File: src/rtl/d_mem_loader_pkg.sv
// Shared types and constants for the data-memory stream loader.
// Holds the memory-port width encoding, address width and loader FSM states.
package d_mem_loader_pkg;

    localparam int DMemAddrWidth = 16;

    localparam logic [7:0] LoaderSync = 8'hA5;
    localparam int         AddrBytes  = 4;
    localparam int         LenBytes   = 4;

    typedef enum logic [1:0] {
        BYTE = 2'd0,
        HALF = 2'd1,
        WORD = 2'd2
    } mem_width_t;

    typedef enum logic [3:0] {
        S_IDLE      = 4'd0,
        S_ADDR      = 4'd1,
        S_LEN       = 4'd2,
        S_CHECK     = 4'd3,
        S_DATA      = 4'd4,
        S_WRITE     = 4'd5,
        S_TAIL      = 4'd6,
        S_CSUM      = 4'd7,
        S_ERR_DRAIN = 4'd8
    } loader_state_t;

endpackage

File: src/rtl/d_mem_loader_packer.sv
// Assembles payload bytes into a little-endian 32-bit word and keeps the running
// XOR checksum of every byte pushed since the last clear.
module d_mem_loader_packer (
    input  logic        clk,
    input  logic        reset,
    input  logic        clr_i,
    input  logic        push_i,
    input  logic [7:0]  byte_i,
    output logic        full_o,
    output logic        partial_o,
    output logic [1:0]  lanes_o,
    output logic [31:0] word_o,
    output logic [7:0]  csum_o
);

    logic [1:0]      lane_q, lane_d;
    logic [3:0][7:0] buf_q, buf_d;
    logic [7:0]      csum_q, csum_d;

    always_comb begin
        lane_d = lane_q;
        buf_d  = buf_q;
        csum_d = csum_q;
        if (clr_i) begin
            lane_d = '0;
            buf_d  = '0;
            csum_d = '0;
        end else if (push_i) begin
            buf_d[lane_q] = byte_i;
            csum_d        = csum_q ^ byte_i;
            lane_d        = lane_q + 2'd1;
        end
    end

    always_ff @(posedge clk or negedge reset) begin
        if (!reset) begin
            lane_q <= '0;
            buf_q  <= '0;
            csum_q <= '0;
        end else begin
            lane_q <= lane_d;
            buf_q  <= buf_d;
            csum_q <= csum_d;
        end
    end

    // full is the push that fills lane 3; the lane counter wraps to 0 on it
    assign full_o    = push_i && (lane_q == 2'd3);
    assign partial_o = (lane_q != 2'd0);
    assign lanes_o   = lane_q;
    assign word_o    = buf_q;
    assign csum_o    = csum_q;

endmodule

File: src/rtl/d_mem_loader.sv
// Framed byte-stream loader driving the data-memory write port; holds the core
// off the port (busy) for the duration of each frame.
module d_mem_loader
    import d_mem_loader_pkg::*;
(
    input  logic                     clk,
    input  logic                     reset,
    input  logic [7:0]               rx_data,
    input  logic                     rx_valid,
    output logic                     rx_ready,
    output logic [DMemAddrWidth-1:0] mem_addr,
    output mem_width_t               mem_width,
    output logic                     mem_sign_extend,
    output logic [31:0]              mem_data,
    output logic                     mem_write_enable,
    output logic                     busy,
    output logic                     done,
    output logic                     error
);

    localparam logic [DMemAddrWidth+32:0] MemBytes = {{32{1'b0}}, 1'b1, {DMemAddrWidth{1'b0}}};

    loader_state_t           state_q, state_d;
    logic                    rdy_en_q;
    logic [1:0]              hdr_cnt_q, hdr_cnt_d;
    logic [31:0]             addr_q, addr_d;
    logic [31:0]             len_q, len_d;
    logic [31:0]             rem_q, rem_d;
    logic [DMemAddrWidth-1:0] cur_q, cur_d;
    logic                    tail_hi_q, tail_hi_d;
    logic                    done_q, done_d;
    logic                    error_q, error_d;

    logic                    xfer;
    logic                    sync_hit;
    logic                    pk_push, pk_full, pk_partial;
    logic [1:0]              pk_lanes;
    logic [31:0]             pk_word;
    logic [7:0]              pk_csum;
    logic [DMemAddrWidth+32:0] end_addr;
    logic                    check_fail;
    logic                    addr_hi_unused;

    // ready is held low through reset and the first edge after it
    always_comb begin
        rx_ready = 1'b0;
        case (state_q)
            S_IDLE, S_ADDR, S_LEN, S_DATA, S_CSUM, S_ERR_DRAIN: rx_ready = rdy_en_q;
            default:                                          rx_ready = 1'b0;
        endcase
    end

    assign xfer     = rx_valid && rx_ready;
    assign sync_hit = (state_q == S_IDLE) && xfer && (rx_data == LoaderSync);
    assign pk_push  = (state_q == S_DATA) && xfer;

    d_mem_loader_packer u_packer (
        .clk       (clk),
        .reset     (reset),
        .clr_i     (sync_hit),
        .push_i    (pk_push),
        .byte_i    (rx_data),
        .full_o    (pk_full),
        .partial_o (pk_partial),
        .lanes_o   (pk_lanes),
        .word_o    (pk_word),
        .csum_o    (pk_csum)
    );

    // Extra headroom bits so addr+len cannot wrap before the bound compare
    assign end_addr   = {33'b0, addr_q[DMemAddrWidth-1:0]} + {{(DMemAddrWidth+1){1'b0}}, len_q};
    assign check_fail = (addr_q[1:0] != 2'b00) || (end_addr > MemBytes);
    assign addr_hi_unused = ^addr_q[31:DMemAddrWidth];

    always_comb begin
        state_d          = state_q;
        hdr_cnt_d        = hdr_cnt_q;
        addr_d           = addr_q;
        len_d            = len_q;
        rem_d            = rem_q;
        cur_d            = cur_q;
        tail_hi_d        = tail_hi_q;
        done_d           = done_q;
        error_d          = error_q;
        mem_write_enable = 1'b0;
        mem_width        = WORD;
        mem_data         = '0;
        case (state_q)
            S_IDLE: begin
                if (sync_hit) begin
                    state_d   = S_ADDR;
                    hdr_cnt_d = '0;
                    tail_hi_d = 1'b0;
                    done_d    = 1'b0;
                    error_d   = 1'b0;
                end
            end
            S_ADDR: begin
                if (xfer) begin
                    addr_d    = {rx_data, addr_q[31:8]};
                    hdr_cnt_d = hdr_cnt_q + 2'd1;
                    if (hdr_cnt_q == 2'(AddrBytes - 1)) state_d = S_LEN;
                end
            end
            S_LEN: begin
                if (xfer) begin
                    len_d     = {rx_data, len_q[31:8]};
                    hdr_cnt_d = hdr_cnt_q + 2'd1;
                    if (hdr_cnt_q == 2'(LenBytes - 1)) state_d = S_CHECK;
                end
            end
            S_CHECK: begin
                cur_d = addr_q[DMemAddrWidth-1:0];
                rem_d = len_q;
                if (check_fail)        state_d = S_ERR_DRAIN;
                else if (len_q == '0)  state_d = S_CSUM;
                else                   state_d = S_DATA;
            end
            S_DATA: begin
                if (xfer) begin
                    rem_d = rem_q - 32'd1;
                    if (pk_full)              state_d = S_WRITE;
                    else if (rem_q == 32'd1)  state_d = S_TAIL;
                end
            end
            S_WRITE: begin
                mem_write_enable = 1'b1;
                mem_width        = WORD;
                mem_data         = pk_word;
                cur_d            = cur_q + DMemAddrWidth'(4);
                state_d          = (rem_q == '0) ? S_CSUM : S_DATA;
            end
            S_TAIL: begin
                // A 3-byte tail splits into HALF at cur then BYTE at cur+2
                mem_write_enable = pk_partial;
                state_d          = S_CSUM;
                case (pk_lanes)
                    2'd1: begin
                        mem_width = BYTE;
                        mem_data  = {24'b0, pk_word[7:0]};
                    end
                    2'd2: begin
                        mem_width = HALF;
                        mem_data  = {16'b0, pk_word[15:0]};
                    end
                    2'd3: begin
                        if (!tail_hi_q) begin
                            mem_width = HALF;
                            mem_data  = {16'b0, pk_word[15:0]};
                            cur_d     = cur_q + DMemAddrWidth'(2);
                            tail_hi_d = 1'b1;
                            state_d   = S_TAIL;
                        end else begin
                            mem_width = BYTE;
                            mem_data  = {24'b0, pk_word[23:16]};
                            tail_hi_d = 1'b0;
                        end
                    end
                    default: ;
                endcase
            end
            S_CSUM: begin
                if (xfer) begin
                    if (rx_data == pk_csum) done_d  = 1'b1;
                    else                    error_d = 1'b1;
                    state_d = S_IDLE;
                end
            end
            S_ERR_DRAIN: begin
                // rem counts payload bytes left; the byte seen at rem==0 is the checksum
                if (xfer) begin
                    if (rem_q == '0) begin
                        error_d = 1'b1;
                        state_d = S_IDLE;
                    end else begin
                        rem_d = rem_q - 32'd1;
                    end
                end
            end
            default: state_d = S_IDLE;
        endcase
    end

    always_ff @(posedge clk or negedge reset) begin
        if (!reset) begin
            state_q   <= S_IDLE;
            rdy_en_q  <= 1'b0;
            hdr_cnt_q <= '0;
            addr_q    <= '0;
            len_q     <= '0;
            rem_q     <= '0;
            cur_q     <= '0;
            tail_hi_q <= 1'b0;
            done_q    <= 1'b0;
            error_q   <= 1'b0;
        end else begin
            state_q   <= state_d;
            rdy_en_q  <= 1'b1;
            hdr_cnt_q <= hdr_cnt_d;
            addr_q    <= addr_d;
            len_q     <= len_d;
            rem_q     <= rem_d;
            cur_q     <= cur_d;
            tail_hi_q <= tail_hi_d;
            done_q    <= done_d;
            error_q   <= error_d;
        end
    end

    assign mem_addr        = cur_q;
    assign mem_sign_extend = 1'b0;
    assign busy            = (state_q != S_IDLE);
    assign done            = done_q;
    assign error           = error_q;

endmodule

File: config.mk
export PLATFORM = sky130hd
export DESIGN_NAME = d_mem_loader
export DESIGN_NICKNAME = d
export VERILOG_FILES = /design/src/rtl/d_mem_loader_pkg.sv /design/src/rtl/d_mem_loader_packer.sv /design/src/rtl/d_mem_loader.sv
export SDC_FILE = /design/constraint.sdc
export NUM_CORES = 1
export LEC_CHECK = 0
export BUFFER_PORTS_ARGS = -buffer_cell sky130_fd_sc_hd__buf_2
export CAP_MARGIN = 15
export CORE_ASPECT_RATIO = 1.4
export CORE_MARGIN = 5
export CORE_UTILIZATION = 45
export CTS_BUF_LIST = sky130_fd_sc_hd__clkbuf_2 sky130_fd_sc_hd__clkbuf_4 sky130_fd_sc_hd__clkbuf_8
export CTS_CLUSTER_SIZE = 12
export DETAILED_ROUTE_END_ITERATION = 6
export GPL_ROUTABILITY_DRIVEN = 0
export SYNTH_ARGS = -nofsm -noshare
export SYNTH_HDL_FRONTEND = slang
export SYNTH_SLANG_ARGS = --single-unit
File: constraint.sdc
create_clock -name clk -period 3.35 [get_ports clk]
set_input_delay 0 -clock clk [delete_from_list [all_inputs] [get_ports clk]]
set_output_delay 0 -clock clk [all_outputs]
set_load 0.02 [all_outputs]
After elaboration in Yosys (flattened, before gate mapping). Cells that the tools add are included.

Reductions and logical operators: 31. Multiplexer cells: 56. Bitwise logic cells: 1. Equal/unequal tests: 31. Add/subtract/negate cells: 6. $lt $le $gt $ge: 3.

Operator list (count): two-way mux 32 bit (5); one-hot mux 16 bit (3 select lines) (2); one-hot mux 32 bit (3 select lines) (1); logical NOT 32 bit (2); one-hot mux 32 bit (2 select lines) (1); two-way mux 16 bit (3); two-way mux 4 bit (12); one-hot mux 4 bit (9 select lines) (1); adder 16 x 32 -> 33 bit (1); greater-than comparator 33 x 17 -> 1 bit (second input constant) (1); bitwise mux 32 bit (1); equality test 32 x 1 -> 1 bit (second input constant) (1); subtractor 32 x 1 -> 32 bit (second input constant) (1); inequality test 2 bit (second input constant) (13); two-way mux 8 bit (3); adder 16 x 2 -> 16 bit (second input constant) (1); adder 16 x 3 -> 16 bit (second input constant) (1); demux 8 bit (select 2 bit) (1); equality test 4 x 3 -> 1 bit (second input constant) (4); two-way mux 2 bit (7); two-way mux 1 bit (13); nonzero test 2 bit (6); AND reduction 10 bit (1); AND reduction 3 bit (3); 27 further kinds (43).

Register bits: 164. Logic and storage cells: 144. Output and inout port bits: 56. Bits of input ports: 11.

Longest topological paths before layout.
Depth in word-level cells: 9. Mapped depth: 12.

Modules after synthesis. Synthesis repeated with hierarchy kept, for this count alone.

Cell total of the unflattened synthesis: 1125. Area total of the unflattened synthesis: 10316.1 µm².

By module, submodules not included: d_mem_loader (area an instance 8296.7 µm², cells an instance 961, seq. area each 3052.9 µm², times used 1); d_mem_loader_packer (area an instance 2019.4 µm², cells an instance 164, seq. area each 1051.0 µm², times used 1).

Least setup slack after synthesis. OpenSTA, ideal clock, no wires.

Kind: reg-to-reg. Start point: register addr_q[0]. End point: register state_q[3]. Data required time: 3.232 ns. Slack: 0.167 ns. Stages on the path, launching flop included: 11. Setup time: 0.118 ns. Arrival time: 3.065 ns. Buffers on the path: 0. Cell sequence: dfrtp_1 ha_1 fa_1 a21o_1 a221oi_4 o221ai_2 xor2_1 or4_1 o41ai_2 o2111ai_1 a21o_1.

Word-level cells in the longest chain between the ends: 5. Elaborated cells on any way between the ends: 6. Classes of those cells: 1 x add/sub; 1 x order compare; 2 x mux; 2 x reduce/logical.

RTL lines: from (decl) (RTL line d_mem_loader.sv:26) `logic [31:0] addr_q, addr_d;`; from (signal assigned) (RTL line d_mem_loader.sv:200) `addr_q <= addr_d;`; adder 16 x 32 -> 33 bit (RTL line d_mem_loader.sv:71) `assign end_addr = {33'b0, addr_q[DMemAddrWidth-1:0]} + {{(DMemAddrWidth+1){1'b0}}, len_q};`; greater-than comparator 33 x 17 -> 1 bit (RTL line d_mem_loader.sv:72) `assign check_fail = (addr_q[1:0] != 2'b00) || (end_addr > MemBytes);`; logical OR 1 bit (*) (RTL line d_mem_loader.sv:72); two-way mux 4 bit (*) (RTL line d_mem_loader.sv:115) `if (check_fail) state_d = S_ERR_DRAIN;`; one-hot mux 4 bit (9 select lines) (*) (RTL line d_mem_loader.sv:88) `case (state_q)`; to (signal assigned) (RTL line d_mem_loader.sv:197) `state_q <= state_d;`; to (decl) (RTL line d_mem_loader.sv:23) `loader_state_t state_q, state_d;`.

Mark *: on every way between the ends. The rest lies on a longest branch, timed or not. A chain may end at the register's enable or synchronous reset.

Worst setup path after layout. Ends and elaborated chain as after synthesis.

==> impl_metrics.tcl <==
set metrics [dict create \
    syn-cell-area_um2 9830 \
    viasPerCell 5.94 \
    synth-seq-cells 164 \
    ys_warn_count 0 \
    cts_buffers 17 \
    grt_usage 0.241 \
    worst-r2r-setup-slack_ns -0.06 \
    timing.rr.end "state_q[3]" \
    min_path_type "in2async" \
    post-route-drc-count 0 \
    overflow 0 \
    synth_area_leaders "dfrtp_1, mux2_2, o21ai_0" \
    synthFlopType "dfrtp_1" \
    placed_cell_area_um2 10800 \
    synth-edff-count 0 \
    grt_pass1_wl_mm 47.5 \
    clk_latency_ns 0.49 \
    initial_core_util 0.453 \
    ant_nets 0 \
    cp_top_family "compound AO/OA/AOI/OAI gates" \
    critPathKind "reg2reg" \
    cp_num_cells 11 \
    setup_violations 3 \
    dp.cells 1453 \
    final_util 0.523 \
    finalSetupTns_ns -0.0944 \
    rows 64 \
    antenna_found_initial 0 \
    io-pin-count 67 \
    postSynth.asyncResetShare 1.00 \
    cpPeakStageDelay_ns 0.51 \
    crit_required_ns 3.73 \
    seq_area_frac_synth 0.417 \
    period_needed_ns 3.41 \
    startpoint "addr_q[0]" \
    yosysTopAreaCellShare 0.417 \
    yosys.area.top_type "dfrtp_1" \
    drive_above_1_share 0.211 \
    hold_viol_final 0 \
    fin_area_um2 11400 \
    start_kind "register" \
    period_share 1.02 \
    chipHeight_um 185 \
    met2_usage 0.431 \
    grt_busiest_layer "met2" \
    p_per_area_nw_per_um2 839 \
    nets 1223 \
    die_area_um2 24900 \
    max_clock_freq_ghz 0.293 \
    hpwl_mm 21.5 \
    irDropWorstVdd_uv 496 \
    clock_path_buffers 2 \
    diodes 0 \
    slew_viol_final 0 \
    fin_ws_ns -0.0621 \
    path_clk_slew_ns 0.09 \
    skew_ns 0.0144 \
    areaGrowthSynthToFinish_pct 15.5 \
    worstPathArrival_ns 3.79 \
    syn_avg_cell_area_um2 8.96 \
    gr-usage-met1 0.286 \
    fin_cells 1495 \
    port_buffers 65 \
    cpMostUsedCell "a21o_1" \
    cts.sinks 164 \
    routed_wl_mm 29.0 \
    postSynthCellCount 1097 \
    synth_fp_nets 1135 \
    final_cell_mix "dfrtp_1, nand2_1, nor2_1" \
    violations "negative setup slack" \
    grt_pass1_vias 8923 \
    met3_usage 0.0356 \
    core_area_um2 21700 \
    r2r-start "addr_q[0]" \
    maxCapViolCount 0 \
    h-tree-depth 4 \
    slew_headroom 0.506 \
    cp-endpoint "state_q[3]" \
    rsz0062_at_grt "yes" \
    grt_max_degree 74 \
    cts_tree "built" \
    end_kind "register" \
    wl_per_cell_um 19.4 \
    drtIter0Drc 716 \
    critPathMaxFanout 4 \
    ys_types 78 \
    worst_pin_slew_ns 0.734 \
    final_common_cell "dfrtp_1" \
    num_vias 8887 \
    reg2regPathDepth 11 \
    die_x_um 135 \
    drt_pre_antenna_iters 5 \
    p_leak_uw 0.00510 \
    crit_chain "ha_2, fa_2, a21o_1, a221oi_4, buf_4, o221ai_2, xor2_1, or4_4, o41ai_4, o2111ai_2, a21o_1" \
    cts_root_buffer "clkbuf_8" \
    cp_slowest_cell "or4_4" \
    path_buf_inv 1 \
    status "complete, but fails checks" \
]
-- sequential cells by signal, indices dropped and copies added (netlist names) --
name and cells:
u_packer.lanes_o 2, u_packer.word_o 32, hdr_cnt_q 2, state_q 4, tail_hi_q 1, u_packer.csum_o 8, mem_addr 16, rdy_en_q 1
rem_q 32, len_q 32, done 1, addr_q 32, error 1
-- synth_stat cells (all sizes together), types with 5 or more instances --
cell      n
a211oi    5
a21o      8
a21oi    73
a22o     21
a22oi    10
a31oi    18
and2     17
and3     28
buf       7
clkbuf   64
dfrtp   164
ha       26
inv      18
mux2     61
mux2i    21
nand2   112
nand2b   11
nand3    36
nand4    10
nor2    103
nor2b     8
nor3     34
nor4     14
o211ai    9
o21a      6
o21ai   100
o22ai     9
or3       6
or4       7
xnor2    14
xor2     14
-- through the flow --
step | total power (uW) | setup slack [ns] | hold WS, ns
floorplan | 6250 | 0.167 | -0.296
global placement | 7800 | 0.0186 | 0.0778
detailed placement | 7870 | -0.0146 | 0.0734
CTS | 9510 | 0.00213 | 0.115
global route | 10200 | -0.194 | 0.148
finish | 9530 | -0.0621 | 0.100
-- kinds of logic after synthesis --
family	count (synthesis)	share of synthesized area
other	2	0.000764
adder cells (fa/ha/maj)	27	0.0351
buffers and inverters	89	0.0356
flip-flops	164	0.417
AND/OR/NAND/NOR	401	0.197
multiplexers	82	0.0912
XOR/XNOR	28	0.0249
AO/OA/AOI/OAI	304	0.198
-- area by class of cell --
class,count,area (um2)
Fill cell,2021,10300
Clock inverter,15,191
Tap cell,297,372
Sequential cell,164,4100
Inverter,18,67.6
Timing Repair Buffer,140,942
Clock buffer,17,234
Multi-Input combinational cell,844,5440
-- per-layer routing --
layer | vias up | wire, um | part of all wire
met3 | 87 | 1100 | 0.038
met5 | - | 0 | 0
met4 | 0 | 1220 | 0.042
met1 | 4378 | 11600 | 0.40
met2 | 258 | 15100 | 0.52
li1 | 4164 | - | -
-- worst register-to-register path, cell delays in order (launching register included) --
cell,delay (ns)
dfrtp_1,0.39
ha_2,0.20
fa_2,0.34
a21o_1,0.20
a221oi_4,0.37
buf_4,0.19
o221ai_2,0.10
xor2_1,0.16
or4_4,0.51
o41ai_4,0.46
o2111ai_2,0.19
a21o_1,0.20
-- how the worst min path moves through the flow --
stage | start | to | cells past startpoint | slack (ns)
floorplan | reset | addr_q[0] | 0 | -0.30
global placement | reset | rem_q[4] | 1 | 0.08
detailed placement | reset | rem_q[4] | 1 | 0.07
CTS | reset | rem_q[4] | 2 | 0.12
global route | reset | rem_q[0] | 2 | 0.15
finish | reset | rem_q[4] | 2 | 0.10
-- report_power, final --
group | internal, uW | switching, uW | total (uW)
clock network | 756 | 829 | 1590
registers | 2640 | 763 | 3400
logic | 1880 | 2660 | 4550
-- timing repair --
item                                   4_1_cts  5_1_grt
setup endpoints to repair                    1       20
hold buffers                                 9        0
endpoints found under the hold margin      117        0
pin swaps                                    0        8
gates resized for setup                      1        9
setup buffers                                0        1
(Power assumes the default switching activity.)
